===== src/rtl/mouse_ps2_pkg.sv =====
// mouse_ps2_pkg: shared PS/2 receiver state encoding and frame constants.
package mouse_ps2_pkg;
   typedef enum logic [2:0] {RX_IDLE, RX_DATA, RX_PARITY, RX_STOP, RX_DONE} rx_state_e;
   localparam int ERR_PARITY_BIT = 0;
   localparam int ERR_STOP_BIT   = 1;
   localparam int PS2_DATA_BITS  = 8;
endpackage


===== src/rtl/ps2_line_filter.sv =====
// ps2_line_filter: 2-FF synchroniser plus glitch filter on a PS/2 line, emitting a one-cycle falling-edge strobe.
module ps2_line_filter #(
   parameter int FILTER_LEN = 8
) (
   input  logic clk_i,
   input  logic rst_i,
   input  logic line_i,
   output logic fall_o
);
   localparam int CW = $clog2(FILTER_LEN) + 1;
   logic [1:0] sync_q;
   logic level_q, level_d, fall_q, flip;
   logic [CW-1:0] cnt_q, cnt_d;
   always_comb begin
      flip    = (sync_q[1] != level_q) && (cnt_q == CW'(FILTER_LEN - 1));
      cnt_d   = (sync_q[1] == level_q || flip) ? '0 : cnt_q + 1'b1;
      level_d = flip ? sync_q[1] : level_q;
   end
   always_ff @(posedge clk_i or posedge rst_i) begin
      if (rst_i) begin
         sync_q  <= 2'b11;
         level_q <= 1'b1;
         fall_q  <= 1'b0;
         cnt_q   <= '0;
      end else begin
         sync_q  <= {sync_q[0], line_i};
         level_q <= level_d;
         fall_q  <= level_q & ~level_d;
         cnt_q   <= cnt_d;
      end
   end
   assign fall_o = fall_q;
endmodule


===== src/rtl/mouse_receiver.sv =====
// mouse_receiver: PS/2 device-to-host byte deframer (start, 8 data LSB first, odd parity, stop)
// with watchdog abort and a one-cycle BYTE_READY strobe.
module mouse_receiver
   import mouse_ps2_pkg::*;
#(
   parameter int FILTER_LEN     = 8,
   parameter int TIMEOUT_CYCLES = 50000
) (
   input  logic       CLK,
   input  logic       RESET,
   input  logic       CLK_MOUSE_IN,
   input  logic       DATA_MOUSE_IN,
   input  logic       READ_ENABLE,
   output logic [7:0] BYTE_READ,
   output logic [1:0] BYTE_ERROR_CODE,
   output logic       BYTE_READY
);
   localparam int WD_W = $clog2(TIMEOUT_CYCLES);
   rx_state_e state_q, state_d;
   logic [2:0] bit_q, bit_d;
   logic [7:0] sh_q, sh_d, byte_q, byte_d;
   logic [1:0] err_q, err_d, dsync_q;
   logic par_q, par_d, rdy_q, rdy_d;
   logic [WD_W-1:0] wd_q, wd_d;
   logic fall, data, busy, timeout;
   ps2_line_filter #(.FILTER_LEN(FILTER_LEN)) u_clk_filter (
      .clk_i (CLK),
      .rst_i (RESET),
      .line_i(CLK_MOUSE_IN),
      .fall_o(fall)
   );
   always_comb begin
      data    = dsync_q[1];
      busy    = state_q inside {RX_DATA, RX_PARITY, RX_STOP};
      timeout = busy && (wd_q == WD_W'(TIMEOUT_CYCLES - 1));
      wd_d    = (busy && !fall) ? wd_q + 1'b1 : '0;
      state_d = state_q;
      bit_d   = bit_q;
      sh_d    = sh_q;
      par_d   = par_q;
      byte_d  = byte_q;
      err_d   = err_q;
      rdy_d   = 1'b0;
      // Aborts take priority over any edge arriving in the same cycle.
      if (state_q != RX_IDLE && (!READ_ENABLE || timeout || state_q == RX_DONE)) begin
         state_d = RX_IDLE;
      end else if (fall) begin
         case (state_q)
            RX_IDLE: begin
               state_d = (READ_ENABLE && !data) ? RX_DATA : RX_IDLE;
               bit_d   = '0;
            end
            RX_DATA: begin
               sh_d[bit_q] = data;
               bit_d       = bit_q + 1'b1;
               state_d     = (bit_q == 3'(PS2_DATA_BITS - 1)) ? RX_PARITY : RX_DATA;
            end
            RX_PARITY: begin
               par_d   = data;
               state_d = RX_STOP;
            end
            RX_STOP: begin
               byte_d               = sh_q;
               err_d[ERR_PARITY_BIT] = ~^{sh_q, par_q};
               err_d[ERR_STOP_BIT]   = ~data;
               rdy_d                = 1'b1;
               state_d              = RX_DONE;
            end
            default: state_d = RX_IDLE;
         endcase
      end
   end
   always_ff @(posedge CLK or posedge RESET) begin
      if (RESET) begin
         state_q <= RX_IDLE;
         bit_q   <= '0;
         sh_q    <= '0;
         par_q   <= 1'b0;
         byte_q  <= '0;
         err_q   <= '0;
         rdy_q   <= 1'b0;
         wd_q    <= '0;
         dsync_q <= 2'b11;
      end else begin
         state_q <= state_d;
         bit_q   <= bit_d;
         sh_q    <= sh_d;
         par_q   <= par_d;
         byte_q  <= byte_d;
         err_q   <= err_d;
         rdy_q   <= rdy_d;
         wd_q    <= wd_d;
         dsync_q <= {dsync_q[0], DATA_MOUSE_IN};
      end
   end
   assign BYTE_READ       = byte_q;
   assign BYTE_ERROR_CODE = err_q;
   assign BYTE_READY      = rdy_q;
endmodule


===== config.mk =====
export PLATFORM = sky130hd
export DESIGN_NAME = mouse_receiver
export DESIGN_NICKNAME = d
export VERILOG_FILES = /design/src/rtl/mouse_ps2_pkg.sv /design/src/rtl/ps2_line_filter.sv /design/src/rtl/mouse_receiver.sv
export SDC_FILE = /design/constraint.sdc
export NUM_CORES = 1
export LEC_CHECK = 0
export BUFFER_PORTS_ARGS = -buffer_cell sky130_fd_sc_hd__buf_2
export CAP_MARGIN = 30
export CORE_UTILIZATION = 28
export CTS_CLUSTER_DIAMETER = 100
export DETAILED_ROUTE_END_ITERATION = 6
export GPL_TIMING_DRIVEN = 0
export REMOVE_ABC_BUFFERS = 1
export SYNTH_ARGS = -nofsm -noshare
export SYNTH_HDL_FRONTEND = slang
export SYNTH_SLANG_ARGS = --single-unit

===== constraint.sdc =====
create_clock -name CLK -period 2.55 [get_ports CLK]
set_input_delay 0.51 -clock CLK [delete_from_list [all_inputs] [get_ports CLK]]
set_output_delay 0.51 -clock CLK [all_outputs]
set_load 0.02 [all_outputs]

==> flow_summary.json, run 1 <==
{
  "status": "finished with violations",
  "violations": "design-rule violations",
  "ctsHoldBuffers": 0,
  "finalWorstSetupSlack_ns": 0.335,
  "core.rowCount": 34,
  "reg2reg_depth": 5,
  "grt_antenna_before_repair": 0,
  "grt_overflow": 0,
  "slew_headroom_pct": 61.0,
  "max_clock_freq_mhz": 451,
  "critPathCapture": "BYTE_READ[7]",
  "yosysSeqAreaShare_pct": 52.3,
  "use_met2_pct": 16.3,
  "die-area_um2": 9310,
  "die_h_um": 96.5,
  "r2r_end": "BYTE_READ[7]",
  "r2r_slack_ns": 0.33,
  "synth.distinct_cells": 49,
  "fin_setup_tns_ns": 0,
  "yosys.area.top_type_share_pct": 47.1,
  "ant_nets": 0,
  "cts_buffer_depth": 2,
  "grt_util_met1_pct": 14.1,
  "start_util_pct": 28.8,
  "cts_setup_buffers": 0,
  "drc": 1,
  "drt_first_pass_iters": 6,
  "hp-class": "in -> async",
  "drive_gt1_share_pct": 24.7,
  "post-place-ws_ns": 0.307,
  "syn_avg_cell_area_um2": 11.5,
  "peakVddDrop_uv": 270,
  "cp.arrival_ns": 2.40,
  "fill_cells": 888,
  "io_buffer_count": 15,
  "setup_viol": 0,
  "tightest_slew_ns": 0.585,
  "die_w_um": 96.5,
  "critPathMaxFanout": 16,
  "dp_hpwl_um": 3080,
  "regArea_um2": 1310,
  "hold_viol_final": 0,
  "grt_max_degree": 28,
  "viasPerCell": 4.77,
  "ios": 16,
  "worstSkewPairLatency_ns": 0.31,
  "cts.sinks": 52,
  "first_iter_violations": 157,
  "cp-end-kind": "flip-flop",
  "path_class": "reg -> reg",
  "p_leak_nw": 1.21,
  "antenna_cells": 0,
  "grt.busiest_layer": "met2",
  "synth_flop_cell": "dfrtp_1",
  "fin_crit_ns": 2.22,
  "ys_ff_latch": 52,
  "synthArstFlopShare_pct": 100,
  "powerDensity_nw_per_um2": 525,
  "reg2reg_from": "wd_q[0]",
  "maxCapViolations": 0,
  "num_vias": 1637,
  "synth_top_area_cell": "dfrtp_1",
  "synth_cells": 218,
  "fin_total_pwr_w": 0.00146,
  "multiInputGateArea_um2": 1110,
  "final_area_um2": 2780,
  "path_clk_slew_ns": 0.11,
  "avgRoutedWirePerCell_um": 12.5,
  "met3_usage_pct": 2.82,
  "ctsResizeCount": 0,
  "area_growth_pct": 11.3,
  "rsz0062_at_grt": "no",
  "grtUsageTotal_pct": 10.3,
  "synth_edf_count": 0,
  "fin_skew_ns": 0.0204,
  "gp_congestion": 0.775,
  "ys_top_cells_by_area": "dfrtp_1 47%, mux2_2 8.6%, dfstp_2 5.3%",
  "nNetsFinal": 243,
  "startpoint": "wd_q[0]",
  "cts_tree": "yes",
  "fin_crit_sh_pct": 86.9,
  "grt_pass1_wl_um": 7450,
  "place_area_um2": 2690,
  "required_ns": 2.73,
  "h-tree-depth": 2,
  "grt_pass1_vias": 1563,
  "fin_hold_ws_ns": 0.247,
  "routed_wl_um": 4290,
  "root_buffer": "clkbuf_8",
  "slew_viol_final": 0,
  "cts_buffers": 5,
  "coreArea_um2": 8680,
  "critPathLaunchType": "flip-flop",
  "netlist_area_um2": 2500,
  "yosys_warnings": 0
}
[metal layers]
layer / share of wire, % / vias to the layer above / wire length, um
li1: - / 806 / -
met1: 51 / 810 / 2170
met2: 45 / 19 / 1950
met3: 3.6 / 2 / 153
met4: 0.35 / 0 / 15
met5: 0 / - / 0
[area by class of cell]
type                    count  share of cell area, %
clock buffers               5                   2.47
clock inverters             3                  0.810
inverters                  10                   1.35
multi-input cells         149                   40.1
flip-flops and latches     52                   47.0
well taps                 108                   4.86
repair buffers             16                   3.42
[critical path, cell delays in order, from the launching register on]
cell and delay [ns]:
dfrtp_1 0.41, ha_1 0.26, and3_1 0.27, a41oi_4 0.37
and4_4 0.42, mux2_2 0.36
[cell usage in the layout (no fill, tap or decap), types with 5 or more instances in the layout]
master and n:
nand2_1 12, nand4_1 8, nand3_1 13, dfrtp_1 47
buf_2 15, nor2_1 18, clkbuf_8 5, dfstp_2 5
inv_1 9, o21ai_0 5, mux2_2 19, xnor2_1 14
xor2_1 6
[synth_stat cells (3+ instances only)]
master / n
dfstp_2: 5
nor2_1: 18
nor3_1: 4
inv_1: 10
nand2_1: 12
clkbuf_1: 4
nor4_1: 3
nand3_1: 13
nand4_1: 8
nor2b_1: 3
dfrtp_1: 47
xor2_1: 6
mux2_2: 19
and2_1: 3
o21ai_0: 5
ha_1: 4
xnor2_1: 14
a21oi_1: 3
[worst min-delay path by stage]
stage | startpoint | endpoint | slack [ns]
after global placement | u_clk_filter.sync_q[0] | u_clk_filter.sync_q[1] | 0.35
after detailed placement | u_clk_filter.sync_q[0] | u_clk_filter.sync_q[1] | 0.35
final | RESET | state_q[0] | 0.25
after CTS | RESET | BYTE_READY | 0.26
after global routing | CLK_MOUSE_IN | u_clk_filter.sync_q[0] | 0.28
after floorplan | dsync_q[0] | dsync_q[1] | 0.35
[kinds of logic (layout without fill, tap and decap cells)]
| group | count (synthesis) | count (layout) | synth area share (%) |
|---|---|---|---|
| DFF | 52 | 52 | 52.3 |
| buffers and inverters | 17 | 34 | 3.05 |
| and+or+nand+nor | 83 | 83 | 19.2 |
| muxes | 20 | 20 | 8.96 |
| AOI/OAI and AO/OA | 21 | 21 | 6.51 |
| xor gates and xnor gates | 21 | 21 | 7.91 |
| adders and majority gates | 4 | 4 | 2.00 |
[flip-flops by register name, indices dropped and copies added (netlist names)]
| name | count |
|---|---|
| par_q | 1 |
| u_clk_filter.level_q | 1 |
| wd_q | 16 |
| bit_q | 3 |
| u_clk_filter.sync_q | 2 |
| state_q | 3 |
| BYTE_READ | 8 |
| BYTE_ERROR_CODE | 2 |
| u_clk_filter.cnt_q | 4 |
| BYTE_READY | 1 |
| dsync_q | 2 |
| u_clk_filter.fall_o | 1 |
| sh_q | 8 |
[stage by stage]
step           util, %  instances
6_report          32.1        343
2_1_floorplan        -        211
3_3_place_gp      30.8        334
5_1_grt           32.1        343
4_1_cts           32.1        343
3_5_place_dp      31.0        335
[where the power goes]
group / switching [W] / total, W / internal (W)
logic: 0.0000528 / 0.0000951 / 0.0000423
registers: 0.0000252 / 0.000887 / 0.000862
clock network: 0.000281 / 0.000478 / 0.000197
Power figures use the tool's default switching activity.
==> inputs of run 2 (changes only) <==
--- a/config.mk
+++ b/config.mk
@@ -7,10 +7,11 @@
 export LEC_CHECK = 0
 export BUFFER_PORTS_ARGS = -buffer_cell sky130_fd_sc_hd__buf_2
 export CAP_MARGIN = 30
-export CORE_UTILIZATION = 28
+export CORE_UTILIZATION = 55
 export CTS_CLUSTER_DIAMETER = 100
 export DETAILED_ROUTE_END_ITERATION = 6
 export GPL_TIMING_DRIVEN = 0
+export PLACE_DENSITY = 0.73
 export REMOVE_ABC_BUFFERS = 1
 export SYNTH_ARGS = -nofsm -noshare
 export SYNTH_HDL_FRONTEND = slang
==> run 2 against run 1 <==
  * Via count shrank 0.43%
  * Clock power grew 18%
  * Power grew 5.7%
  * Largest power group unchanged
  * Critical endpoint is now BYTE_READ[1]
  * The run now ends clean
  * Die area shrank 48%
  * Worst hold slack gained 0.012 ns
  * Critical path type unchanged
  * Global-route usage grew 9.2 points
  * Cell area shrank 1.8%
  * Clock-buffer cell count is the same
  * Flip-flop and latch count is the same
==> flow_summary.json, run 2 (synthesized netlist as in run 1, its figures left out) <==
{
  "grtUsageTotal_pct": 19.5,
  "cp_num_cells": 5,
  "ant_nets": 0,
  "io_buffer_count": 15,
  "crit_path_max_incr_delay_ns": 0.44,
  "regMostFlops": "wd_q",
  "ctsHoldBuffers": 0,
  "layout_commonest_cell": "dfrtp_1",
  "layout_common_cells": "47 x dfrtp_1, 19 x mux2_2, 18 x nor2_1",
  "avgRoutedWirePerCell_um": 14.5,
  "fin_skew_ns": 0.00777,
  "status": "completed",
  "fin_crit_ns": 2.23,
  "area_growth_pct": 9.31,
  "cts_buffer_depth": 2,
  "core.rowCount": 24,
  "die-area_um2": 4820,
  "grt_overflow": 0,
  "fin_setup_tns_ns": 0,
  "cts.sinks": 52,
  "slew_headroom_pct": 59.3,
  "root_buffer": "clkbuf_8",
  "start_util_pct": 57.4,
  "clkPwrFrac_pct": 36.4,
  "grt_antenna_before_repair": 0,
  "num_vias": 1630,
  "hold_viol_final": 0,
  "drive_gt1_share_pct": 24.7,
  "routed_wl_um": 4180,
  "cts_buffers": 5,
  "dp_hpwl_um": 2850,
  "path_buf_inv": 0,
  "antenna_cells": 0,
  "setup_viol": 0,
  "crit_slowest_cell": "and4_4",
  "max_clock_freq_mhz": 447,
  "rsz0062_at_grt": "no",
  "cts_setup_buffers": 0,
  "drc": 0,
  "coreArea_um2": 4350,
  "path_class": "reg -> reg",
  "seqPwrFrac_pct": 57.5,
  "fin_hold_ws_ns": 0.259,
  "p_leak_nw": 1.22,
  "cp-end-kind": "flip-flop",
  "reg2reg_depth": 5,
  "swShare_pct": 22.6,
  "critPathMaxFanout": 16,
  "cp_top_family": "simple AND/OR/NAND/NOR gates",
  "grt_max_degree": 29,
  "viasPerCell": 5.68,
  "h-tree-depth": 2,
  "critPathLaunchType": "flip-flop",
  "drt_first_pass_iters": 4,
  "powerDensity_nw_per_um2": 565,
  "hp-class": "in -> async",
  "largest_reg_flops": 16,
  "slew_viol_final": 0,
  "tightest_slew_ns": 0.609,
  "die_h_um": 69.4,
  "cts_tree": "yes",
  "combinationalPowerShare_pct": 6.1,
  "crit_chain": "ha_1 -> and3_1 -> a41oi_4 -> and4_4 -> mux2_2",
  "ctsResizeCount": 0,
  "internal-power_w": 0.00119,
  "peakVddDrop_uv": 345,
  "die_w_um": 69.4,
  "grt_pass1_wl_um": 7450,
  "p_sw_w": 0.000348,
  "worstSkewPairLatency_ns": 0.31,
  "grt_pass1_vias": 1580,
  "ios": 16,
  "path_clk_slew_ns": 0.09,
  "maxCapViolations": 0,
  "gp_congestion": 0.792,
  "nNetsFinal": 243,
  "fin_crit_sh_pct": 87.6,
  "first_iter_violations": 97,
  "required_ns": 2.74,
  "cp.arrival_ns": 2.43
}
-- run 2: cell types whose count changed in the layout (fill, tap and decap cells not counted), sizes merged --
cell,before,now
clkinv,2,1
bufinv,0,1
inv,11,10
clkinvlp,0,1
-- run 2: power by group through the flow --
stage | Clock, W | Sequential (W) | Combinational (W)
6_report | 0.000562 | 0.000886 | 0.0000944
5_1_grt | 0.000604 | 0.000892 | 0.000108
4_1_cts | 0.000583 | 0.000887 | 0.0000971
3_5_place_dp | 0 | 0.000902 | 0.0000974
3_3_place_gp | 0 | 0.000901 | 0.0000888
2_1_floorplan | 0 | 0.000896 | 0.0000728
-- run 2: metal layers --
metal / vias up / wire, um / GRT usage (%)
li1: 803 / - / -
met1: 799 / 2070 / 27.1
met2: 23 / 1920 / 30.5
met3: 5 / 113 / 3.92
met4: 0 / 65 / 6.80
met5: - / 0 / 0
-- run 2: worst paths after layout --
check	startpoint	endpoint	slack (ns)
max	wd_q[0]	BYTE_READ[1]	0.32
min	RESET	BYTE_READY	0.26
max reg2reg	wd_q[0]	BYTE_READ[1]	0.32
min reg2reg	u_clk_filter.sync_q[0]	u_clk_filter.sync_q[1]	0.36
max in group asynchronous	RESET	wd_q[8]	1.74
min in group CLK	DATA_MOUSE_IN	dsync_q[0]	0.29
-- run 2: per-stage QoR --
stage	power (W)	utilization (%)	setup WS [ns]	area, um2	std cells
after floorplan	0.000969	-	0.557	2460	211
after global placement	0.000990	59.7	0.153	2600	278
after detailed placement	0.00100	60.2	0.342	2620	279
after CTS	0.00157	62.7	0.316	2730	287
after global routing	0.00160	62.7	0.200	2730	287
final	0.00154	62.7	0.315	2730	287
-- run 2: cell type report --
class | instances | area [um2]
Clock buffer | 5 | 68.8
Clock inverter | 3 | 42.5
Fill cell | 350 | 1620
Inverter | 10 | 37.5
Multi-Input combinational cell | 149 | 1110
Sequential cell | 52 | 1310
Tap cell | 52 | 65.1
Timing Repair Buffer | 16 | 95.1
